<file path="src/rtl/ps2_keyboard_rx_if.sv">
// Decoded-character stream from the PS/2 receiver to the LCD message writer.
interface ps2_keyboard_rx_if;
  logic [7:0] outASCIIData;
  logic       outWriteData;

  modport master (output outASCIIData, output outWriteData);
  modport slave  (input  outASCIIData, input  outWriteData);
endinterface

</file>
<file path="src/rtl/ps2_keyboard_rx.sv">
// PS/2 keyboard receiver: synchronise, glitch-filter the clock, deframe, and
// translate Set 2 scan codes into ASCII and cursor/control codes.
module ps2_keyboard_rx #(
  parameter int unsigned FILTER_LEN = 8,
  parameter int unsigned TIMEOUT    = 50000
) (
  input  logic                     inClock,
  input  logic                     inResetNeg,
  input  logic                     PS2_CLK,
  input  logic                     PS2_DAT,
  ps2_keyboard_rx_if.master        kb,
  output logic [7:0]               outScanCode,
  output logic                     outFrameError
);

  localparam int unsigned FW = $clog2(FILTER_LEN + 1);
  localparam int unsigned TW = $clog2(TIMEOUT + 1);
  localparam logic [FW-1:0] FLT_LAST = FW'(FILTER_LEN - 1);
  localparam logic [TW-1:0] TMO_LAST = TW'(TIMEOUT);

  typedef enum logic [1:0] {S_IDLE, S_DATA, S_PARITY, S_STOP} state_e;

  logic [1:0]    clk_sync_q, dat_sync_q;
  logic          clk_filt_q;
  logic [FW-1:0] flt_cnt_q;
  logic          fall, dat_s;

  // Sync FFs and filtered clock reset high (bus idle) so release never fakes an edge.
  always_ff @(posedge inClock or negedge inResetNeg) begin
    if (!inResetNeg) begin
      clk_sync_q <= '1;
      dat_sync_q <= '1;
      clk_filt_q <= 1'b1;
      flt_cnt_q  <= '0;
    end else begin
      clk_sync_q <= {clk_sync_q[0], PS2_CLK};
      dat_sync_q <= {dat_sync_q[0], PS2_DAT};
      if (clk_sync_q[1] == clk_filt_q) begin
        flt_cnt_q <= '0;
      end else if (flt_cnt_q == FLT_LAST) begin
        clk_filt_q <= clk_sync_q[1];
        flt_cnt_q  <= '0;
      end else begin
        flt_cnt_q <= flt_cnt_q + FW'(1);
      end
    end
  end

  assign fall  = clk_filt_q & ~clk_sync_q[1] & (flt_cnt_q == FLT_LAST);
  assign dat_s = dat_sync_q[1];

  state_e        state_q;
  logic [2:0]    bit_cnt_q;
  logic [7:0]    shreg_q;
  logic          par_q;
  logic [TW-1:0] tmo_q;
  logic          frame_err_q;
  logic          frame_ok, byte_rdy;

  assign frame_ok = dat_s & (^shreg_q ^ par_q);
  assign byte_rdy = (state_q == S_STOP) & fall & frame_ok;

  always_ff @(posedge inClock or negedge inResetNeg) begin
    if (!inResetNeg) begin
      state_q     <= S_IDLE;
      bit_cnt_q   <= '0;
      shreg_q     <= '0;
      par_q       <= 1'b0;
      tmo_q       <= '0;
      frame_err_q <= 1'b0;
    end else begin
      frame_err_q <= 1'b0;
      if (state_q == S_IDLE) begin
        tmo_q <= '0;
        if (fall && !dat_s) begin
          state_q   <= S_DATA;
          bit_cnt_q <= '0;
        end
      end else if (tmo_q == TMO_LAST) begin
        state_q     <= S_IDLE;
        tmo_q       <= '0;
        frame_err_q <= 1'b1;
      end else begin
        tmo_q <= fall ? '0 : tmo_q + TW'(1);
        if (fall) begin
          case (state_q)
            S_DATA: begin
              shreg_q   <= {dat_s, shreg_q[7:1]};
              bit_cnt_q <= bit_cnt_q + 3'd1;
              if (bit_cnt_q == 3'd7) state_q <= S_PARITY;
            end
            S_PARITY: begin
              par_q   <= dat_s;
              state_q <= S_STOP;
            end
            S_STOP: begin
              frame_err_q <= ~frame_ok;
              state_q     <= S_IDLE;
            end
            default: state_q <= S_IDLE;
          endcase
        end
      end
    end
  end

  // Translation tables: lc/uc are the unshifted/shifted characters (0 = no output).
  logic [7:0] lc, uc, ext_ch;
  always_comb begin
    lc     = '0;
    uc     = '0;
    ext_ch = '0;
    case (shreg_q)
      8'h1C: lc = "a";  8'h32: lc = "b";  8'h21: lc = "c";  8'h23: lc = "d";
      8'h24: lc = "e";  8'h2B: lc = "f";  8'h34: lc = "g";  8'h33: lc = "h";
      8'h43: lc = "i";  8'h3B: lc = "j";  8'h42: lc = "k";  8'h4B: lc = "l";
      8'h3A: lc = "m";  8'h31: lc = "n";  8'h44: lc = "o";  8'h4D: lc = "p";
      8'h15: lc = "q";  8'h2D: lc = "r";  8'h1B: lc = "s";  8'h2C: lc = "t";
      8'h3C: lc = "u";  8'h2A: lc = "v";  8'h1D: lc = "w";  8'h22: lc = "x";
      8'h35: lc = "y";  8'h1A: lc = "z";
      8'h45: begin lc = "0"; uc = ")"; end
      8'h16: begin lc = "1"; uc = "!"; end
      8'h1E: begin lc = "2"; uc = "@"; end
      8'h26: begin lc = "3"; uc = "#"; end
      8'h25: begin lc = "4"; uc = "$"; end
      8'h2E: begin lc = "5"; uc = "%"; end
      8'h36: begin lc = "6"; uc = "^"; end
      8'h3D: begin lc = "7"; uc = "&"; end
      8'h3E: begin lc = "8"; uc = "*"; end
      8'h46: begin lc = "9"; uc = "("; end
      8'h4E: begin lc = "-"; uc = "_"; end
      8'h55: begin lc = "="; uc = "+"; end
      8'h41: begin lc = ","; uc = "<"; end
      8'h49: begin lc = "."; uc = ">"; end
      8'h4A: begin lc = "/"; uc = "?"; end
      8'h4C: begin lc = ";"; uc = ":"; end
      8'h52: begin lc = "'"; uc = "\""; end
      8'h5A: begin lc = 8'h0D; uc = 8'h0D; end
      8'h76: begin lc = 8'h1B; uc = 8'h1B; end
      8'h29: begin lc = 8'h20; uc = 8'h20; end
      default: ;
    endcase
    if (lc >= "a" && lc <= "z") uc = lc - 8'h20;
    case (shreg_q)
      8'h75: ext_ch = 8'h11;
      8'h72: ext_ch = 8'h12;
      8'h6B: ext_ch = 8'h13;
      8'h74: ext_ch = 8'h14;
      8'h5A: ext_ch = 8'h0D;
      default: ;
    endcase
  end

  logic       ext_q, brk_q, lshift_q, rshift_q;
  logic [7:0] ascii_q, scan_q;
  logic       wr_q;

  always_ff @(posedge inClock or negedge inResetNeg) begin
    if (!inResetNeg) begin
      ext_q    <= 1'b0;
      brk_q    <= 1'b0;
      lshift_q <= 1'b0;
      rshift_q <= 1'b0;
      ascii_q  <= '0;
      scan_q   <= '0;
      wr_q     <= 1'b0;
    end else begin
      wr_q <= 1'b0;
      if (frame_err_q) begin
        ext_q <= 1'b0;
        brk_q <= 1'b0;
      end
      if (byte_rdy) begin
        scan_q <= shreg_q;
        if (shreg_q == 8'hE0) begin
          ext_q <= 1'b1;
        end else if (shreg_q == 8'hF0) begin
          brk_q <= 1'b1;
        end else begin
          ext_q <= 1'b0;
          brk_q <= 1'b0;
          if (!ext_q && shreg_q == 8'h12) begin
            lshift_q <= ~brk_q;
          end else if (!ext_q && shreg_q == 8'h59) begin
            rshift_q <= ~brk_q;
          end else if (!brk_q && ext_q && ext_ch != 8'h00) begin
            ascii_q <= ext_ch;
            wr_q    <= 1'b1;
          end else if (!brk_q && !ext_q && lc != 8'h00) begin
            ascii_q <= (lshift_q | rshift_q) ? uc : lc;
            wr_q    <= 1'b1;
          end
        end
      end
    end
  end

  assign kb.outASCIIData = ascii_q;
  assign kb.outWriteData = wr_q;
  assign outScanCode     = scan_q;
  assign outFrameError   = frame_err_q;

endmodule

</file>
<file path="src/flat_wrapper.sv">
// flat-port wrapper written by rule: the top's interface ports become plain ports
module ps2_keyboard_rx_flat 
#(
  parameter int unsigned FILTER_LEN = 8,
  parameter int unsigned TIMEOUT    = 50000
)
  (inClock, inResetNeg, PS2_CLK, PS2_DAT, outScanCode, outFrameError, kb_outASCIIData, kb_outWriteData);
  ps2_keyboard_rx_if kb_i ();
  input  logic inClock;
  input  logic inResetNeg;
  input  logic PS2_CLK;
  input  logic PS2_DAT;
  output logic [7:0] outScanCode;
  output logic outFrameError;
  output wire logic [$bits(kb_i.outASCIIData)-1:0] kb_outASCIIData;
  output wire logic [$bits(kb_i.outWriteData)-1:0] kb_outWriteData;
  assign kb_outASCIIData = kb_i.outASCIIData;
  assign kb_outWriteData = kb_i.outWriteData;
  ps2_keyboard_rx #(.FILTER_LEN(FILTER_LEN), .TIMEOUT(TIMEOUT)) u_core (.inClock(inClock), .inResetNeg(inResetNeg), .PS2_CLK(PS2_CLK), .PS2_DAT(PS2_DAT), .kb(kb_i), .outScanCode(outScanCode), .outFrameError(outFrameError));
endmodule
</file>
<file path="config.mk">
export PLATFORM = sky130hd
export DESIGN_NAME = ps2_keyboard_rx_flat
export DESIGN_NICKNAME = d
export VERILOG_FILES = /design/src/rtl/ps2_keyboard_rx_if.sv /design/src/rtl/ps2_keyboard_rx.sv /design/src/flat_wrapper.sv
export SDC_FILE = /design/constraint.sdc
export NUM_CORES = 1
export LEC_CHECK = 0
export CAP_MARGIN = 40
export CORE_ASPECT_RATIO = 0.75
export CORE_MARGIN = 2
export CORE_UTILIZATION = 40
export CTS_CLUSTER_DIAMETER = 100
export DETAILED_ROUTE_END_ITERATION = 7
export DONT_BUFFER_PORTS = 1
export PLACE_DENSITY = 0.53
export SYNTH_ARGS = -nofsm -noshare
export SYNTH_HDL_FRONTEND = slang
export SYNTH_SLANG_ARGS = --single-unit
</file>
<file path="constraint.sdc">
create_clock -name inClock -period 3.5 [get_ports inClock]
set_input_delay 0.35 -clock inClock [delete_from_list [all_inputs] [get_ports inClock]]
set_output_delay 0.35 -clock inClock [all_outputs]
set_load 0.005 [all_outputs]
</file>
After elaboration in Yosys (flattened, before gate mapping)

Cells that the tools add are included.

$add $sub $neg: 4
Multiply operators: 0
Div/mod/pow operators: 0
Order comparisons: 2
Eq/ne operators: 64
Shifts and indexed selects: 0
Muxes and demuxes: 42
Bitwise gates (word level): 17
Reduce and logical (&&, ||, !) cells: 27

Operator list:

| kind                                                  | count |
|---|---|
| case mux 7 bit (46 select lines)                      | 1 |
| equality test 8 x 6 -> 1 bit, second input constant   | 23 |
| equality test 8 x 7 -> 1 bit, second input constant   | 21 |
| case mux 7 bit (20 select lines)                      | 1 |
| equality test 8 x 5 -> 1 bit, second input constant   | 8 |
| 2-to-1 mux 16 bit                                     | 3 |
| 2-to-1 mux 8 bit                                      | 4 |
| case mux 5 bit (5 select lines)                       | 1 |
| 2-to-1 mux 1 bit                                      | 19 |
| adder 16 x 1 -> 16 bit, second input constant         | 1 |
| equality test 16 bit, second input constant           | 1 |
| equality test 8 bit, second input constant            | 2 |
| AND reduction 4 bit                                   | 4 |
| nonzero test 8 bit                                    | 2 |
| 2-to-1 mux 3 bit                                      | 5 |
| 2-to-1 mux 2 bit                                      | 5 |
| inverter 1 bit                                        | 10 |
| logical AND 1 bit                                     | 8 |
| 2-to-1 mux 4 bit                                      | 2 |
| parity 8 bit                                          | 1 |
| subtractor 7 x 6 -> 8 bit, second input constant      | 1 |
| >= comparator 7 bit, second input constant            | 1 |
| less-or-equal comparator 7 bit, second input constant | 1 |
| AND reduction 6 bit                                   | 1 |
| 21 further kinds                                      | 30 |

Register bits after elaboration: 61
Latch bits: 0
Memory bits (writable): 0
Memory bits (read-only): 0
Input bits: 4
Output and inout port bits: 18
Memories kept: 0

Depth between registers and ports, before layout

Depth in word-level cells: 11
Gate-level depth with buffers: 16

Worst setup path before layout

No wires, ideal clock.

Path kind: register -> register
Start point: register u_core.shreg_q[6]
End point: register u_core.ascii_q[5], in the netlist u_core.kb.outASCIIData[5]
Arrival: 2.619 ns
Required time: 3.372 ns
Slack: 0.753 ns
Cell stages (with the launch flop): 15
Period minus slack after synthesis: 2.747 ns
Path through: dfrtp_1 -> inv_1 -> ha_1 -> clkbuf_4 -> o2111ai_1 -> o221ai_2 -> nor4_2 -> and4_1 -> and2_1 -> inv_1 -> ha_1 -> a41oi_1 -> nor2_1 -> a211oi_1 -> o31ai_1

Longest elaborated chain between the ends: 8
Elaborated cells on any way between the ends: 81
Classes of those cells: add/sub (1); order compare (2); eq/ne (54); mux (7); bitwise (7); reduce/logical (10)

Ends and longest elaborated chain:

| item                                                                  | RTL line               | RTL |
|---|---|---|
| start, declared                                                       | ps2_keyboard_rx.sv:54  | `logic [7:0] shreg_q;` |
| start signal, assigned                                                | ps2_keyboard_rx.sv:88  | `shreg_q <= {dat_s, shreg_q[7:1]};` |
| equality test 8 x 6 -> 1 bit, or another cell as far along            | ps2_keyboard_rx.sv:113 | `case (shreg_q)` |
| case mux 7 bit (46 select lines)                                      | ps2_keyboard_rx.sv:113 |  |
| >= comparator 7 bit or less-or-equal comparator 7 bit (tied branches) | ps2_keyboard_rx.sv:143 | `if (lc >= "a" && lc <= "z") uc = lc - 8'h20;` |
| logical AND 1 bit                                                     | ps2_keyboard_rx.sv:143 |  |
| 2-to-1 mux 8 bit                                                      | ps2_keyboard_rx.sv:143 |  |
| 2-to-1 mux 8 bit                                                      | ps2_keyboard_rx.sv:190 | `ascii_q <= (lshift_q \| rshift_q) ? uc : lc;` |
| 2-to-1 mux 8 bit                                                      | ps2_keyboard_rx.sv:189 | `end else if (!brk_q && !ext_q && lc != 8'h00) begin` |
| 2-to-1 mux 8 bit                                                      | ps2_keyboard_rx.sv:186 | `end else if (!brk_q && ext_q && ext_ch != 8'h00) begin` |
| end signal, assigned                                                  | ps2_keyboard_rx.sv:187 | `ascii_q <= ext_ch;` |
| end signal, assigned                                                  | ps2_keyboard_rx.sv:190 |  |
| end, declared                                                         | ps2_keyboard_rx.sv:155 | `logic [7:0] ascii_q, scan_q;` |

Several ways; a longest one is shown, not always the timed one. The select of a mux whose other input is x is not followed.
A chain may end at the register's enable or synchronous reset.

Final worst setup path

Start point: register u_core.shreg_q[1]
End point: register u_core.ascii_q[1], in the netlist u_core.kb.outASCIIData[1]

The elaborated chain is that of the path after synthesis.

==> flow_summary.yaml <==
sta:
  fin_skew_ps: 11.49
  slew_violations: 0
  tns_ps: 0
  fmax_ghz: 0.3108
  setup_viol: 0
  max_slew_margin_pct: 61.27
  finalCriticalPeriod_ps: 3217
  hold_viol_final: 0
  tightest_slew_ps: 566.3
  finalCritPeriodShare_pct: 91.93
  rsz0062_at_grt: "no"
clock_network:
  numCtsBuffers: 9
  cts_buffer_depth: 2
  cts_tree: "done"
  htree_levels: 3
  cts_sinks: 61
  insertion_delay_ps: 340
  cts-root-buf: "clkbuf_16"
  path_clk_slew_ps: 60
  cts_setup_buffers: 0
synth:
  synth_mux_area_share_pct: 1.702
  synth-seq-area-share_pct: 35.34
  synth_nets: 528
  synth_top_area_share_pct: 32.31
  synth_area_sq_um: 4337
  synthAdderAreaFrac_pct: 7.790
  synth-edff-count: 0
  ys_ff_latch: 61
  synthTopCellsByArea: "dfrtp_1 32%, ha_1 7.8%, nand2_1 5.5%, o21ai_0 3.9%, nor2_1 3.5%"
  synth_top_area_cell: "dfrtp_1"
  synth_xor_area_share_pct: 3.837
  syn_area_per_cell_sq_um: 8.726
  yosysWarnings: 0
  ys_types: 70
  async_reset_ff_share_pct: 100.0
  synth_compound_area_share_pct: 20.95
  synth_cells: 497
  synth_simple_gate_area_share_pct: 24.24
  synth_top_flop_cell: "dfrtp_1"
  synth_top_family_by_area: "simple AND/OR/NAND/NOR gates"
drt:
  firstDrtPassIters: 5
  vias: 3890
  vias_per_cell: 5.975
  wire_per_inst_um: 17.82
  post-route-drc-count: 0
  routed_wl_um: 11600
  drtIter0Drc: 402
  ant_nets: 0
job:
  cap_violations: 0
floorplanning:
  initial_utilization_pct: 41.66
  core_sq_um: 10410
  die_h_um: 94.18
  rows: 32
  ios: 22
  fp.dieW_um: 124.2
  die_area_sq_um: 11700
power_and_ir_drop:
  combPwrFrac_pct: 10.7
  ir_drop_mv: 0.3485
  pwr-share-seq_pct: 40.4
  p_switching_w: 0.0005327
  power.share.clock_pct: 48.9
  powerDensity_nw_per_um2: 408.7
  p_int_w: 0.001495
  switching_share_pct: 26.27
  p_leak_nw: 2.030
grt:
  grt-ovfl-total: 0
  antenna_found_initial: 0
  grt_first_pass_wirelength_um: 19440
  grt_pass1_vias: 3756
  grt_max_degree: 62
  grtUsageTotal_pct: 20.91
min_path:
  hold_start: "u_core.clk_sync_q[0]$_DFF_PN1_"
  holdPathEnd: "u_core.clk_sync_q[1]$_DFF_PN1_"
  min_path_type: "reg2reg"
  holdPathStages: 0
placement:
  io_buffers: 0
  placed_area_sq_um: 4516
  hpwl_um: 8542
  place.gp.congestion: 0.9575
cells_and_area:
  fin_nets: 541
  final_area_sq_um: 4962
  final_common_cell: "nand2_1"
  multi_input_area_sq_um: 2594
  final_cell_mix: "64 x nand2_1, 56 x dfrtp_1, 41 x nor2_1, 32 x o21ai_0, 23 x buf_4"
  ff_latch_area_sq_um: 1533
  drive_gt1_share_pct: 17.67
  syn2layout_area_growth_pct: 14.43
  fillers: 998
  diodes: 0
outcome:
  status: "finished clean"
setup_path:
  cp-start-kind: "flop"
  reg2reg_depth: 13
  r2r_slack_ps: 280
  r2r_start: "u_core.shreg_q[1]$_DFFE_PN0P_"
  cp_slowest_cell: "dfrtp_1"
  worstPathCellList: "inv_1, ha_1, nand2_1, o221ai_2, nor4_2, and4_1, and2_1, inv_1, ha_1, a41oi_2, and2_1, nor4_1, o31ai_1"
  critical_path_class: "reg2reg"
  cp_top_family: "simple AND/OR/NAND/NOR gates"
  end_kind: "flop"
  rr_endpoint: "u_core.kb.outASCIIData[1]$_DFFE_PN0P_"
  cp_data_arrival_time_ps: 3440
  critPathMaxStageDelay_ps: 420
  path_buf_inv: 2
  path_max_fanout: 6
  worstPathRequired_ps: 3730
## worst reg2reg max path, delay by kind of cell (launching register included)
kind,cells,cell delay [ps]
buffers and inverters,2,170
and+or+nand+nor,6,1370
adders and majority gates,2,510
DFF,1,420
AOI/OAI and AO/OA,3,650
## sequential cells by signal, summed over array words and instances (netlist names)
signal                  cells
u_core.bit_cnt_q            3
u_core.brk_q                1
u_core.clk_filt_q           1
u_core.clk_sync_q           2
u_core.dat_sync_q           2
u_core.ext_q                1
u_core.flt_cnt_q            4
u_core.kb.outASCIIData      8
u_core.kb.outWriteData      1
u_core.lshift_q             1
u_core.outFrameError        1
u_core.outScanCode          8
u_core.par_q                1
u_core.rshift_q             1
u_core.shreg_q              8
u_core.state_q              2
u_core.tmo_q               16
## synth_stat cells, types with 3 or more instances
master	number
a21o_1	6
and4_1	3
xnor2_1	14
dfstp_2	5
a22oi_1	8
and3_1	11
o22ai_1	4
dfrtp_1	56
nand2_1	64
nand3_1	20
nor4_1	9
nor3_1	14
mux2i_1	4
o211ai_1	6
o31ai_1	7
o21ai_1	6
nand4_1	16
nand2b_1	3
nor2_1	41
mux2_2	3
and2_1	5
a21oi_1	22
o21ai_0	34
buf_6	9
a211oi_1	4
a31oi_1	3
inv_1	21
or3_1	4
buf_2	12
xor2_1	5
clkbuf_1	3
ha_1	27
## routing by layer
layer	wire (um)	vias up	global-route usage (%)
li1	-	1848	-
met1	5475	1864	29.09
met2	4988	155	31.10
met3	876	23	4.841
met4	264	0	9.082
met5	0	-	0
## worst max-delay path by stage
stage               depth (start not counted)                                    end  slack [ps]                           from
detailed placement                         13  u_core.kb.outASCIIData[1]$_DFFE_PN0P_         100  u_core.shreg_q[2]$_DFFE_PN0P_
global route                               13  u_core.kb.outASCIIData[1]$_DFFE_PN0P_          20  u_core.shreg_q[1]$_DFFE_PN0P_
CTS                                        12  u_core.kb.outASCIIData[4]$_DFFE_PN0P_          60  u_core.shreg_q[2]$_DFFE_PN0P_
global placement                           13  u_core.kb.outASCIIData[4]$_DFFE_PN0P_          90  u_core.shreg_q[2]$_DFFE_PN0P_
finish                                     13  u_core.kb.outASCIIData[1]$_DFFE_PN0P_         280  u_core.shreg_q[1]$_DFFE_PN0P_
floorplan                                  14  u_core.kb.outASCIIData[5]$_DFFE_PN0P_         750  u_core.shreg_q[6]$_DFFE_PN0P_
## cell families after synthesis
group,after synthesis
simple gates,206
compound gates,129
flops,61
buf+inv,48
fa+ha+maj,27
xor+xnor,19
mux,7
## cell type report
cell class,instances,share of cell area (%)
Clock buffer,10,4.816
Clock inverter,6,1.891
Inverter,22,1.664
Multi-Input combinational cell,388,52.27
Timing Repair Buffer,28,5.043
Sequential cell,61,30.89
Tap cell,136,3.429
## per-stage QoR
step | instances | utilization, % | hold slack [ps] | setup WS [ps] | power, W
floorplan | 497 | - | 54.41 | 752.8 | 0.0009810
global placement | 631 | 43.38 | 56.04 | 89.03 | 0.001022
detailed placement | 631 | 43.38 | 56.40 | 103.4 | 0.001031
CTS | 651 | 47.13 | 358.5 | 61.94 | 0.002055
global route | 651 | 47.67 | 360.4 | 23.03 | 0.002137
finish | 651 | 47.67 | 356.2 | 282.6 | 0.002028
## power by group through the flow
stage | registers (W) | logic (W) | clock network (W)
global route | 0.000831 | 0.000258 | 0.00105
finish | 0.000820 | 0.000216 | 0.000992
global placement | 0.000830 | 0.000192 | 0
CTS | 0.000820 | 0.000221 | 0.00101
detailed placement | 0.000832 | 0.000199 | 0
floorplan | 0.000817 | 0.000164 | 0
## timing repair
action	4_1_cts	5_1_grt
endpoints found under the hold margin	63	0
hold buffers	4	0
setup endpoints to repair	0	8
gates resized for setup	0	18
Power figures use the tool's default switching activity.
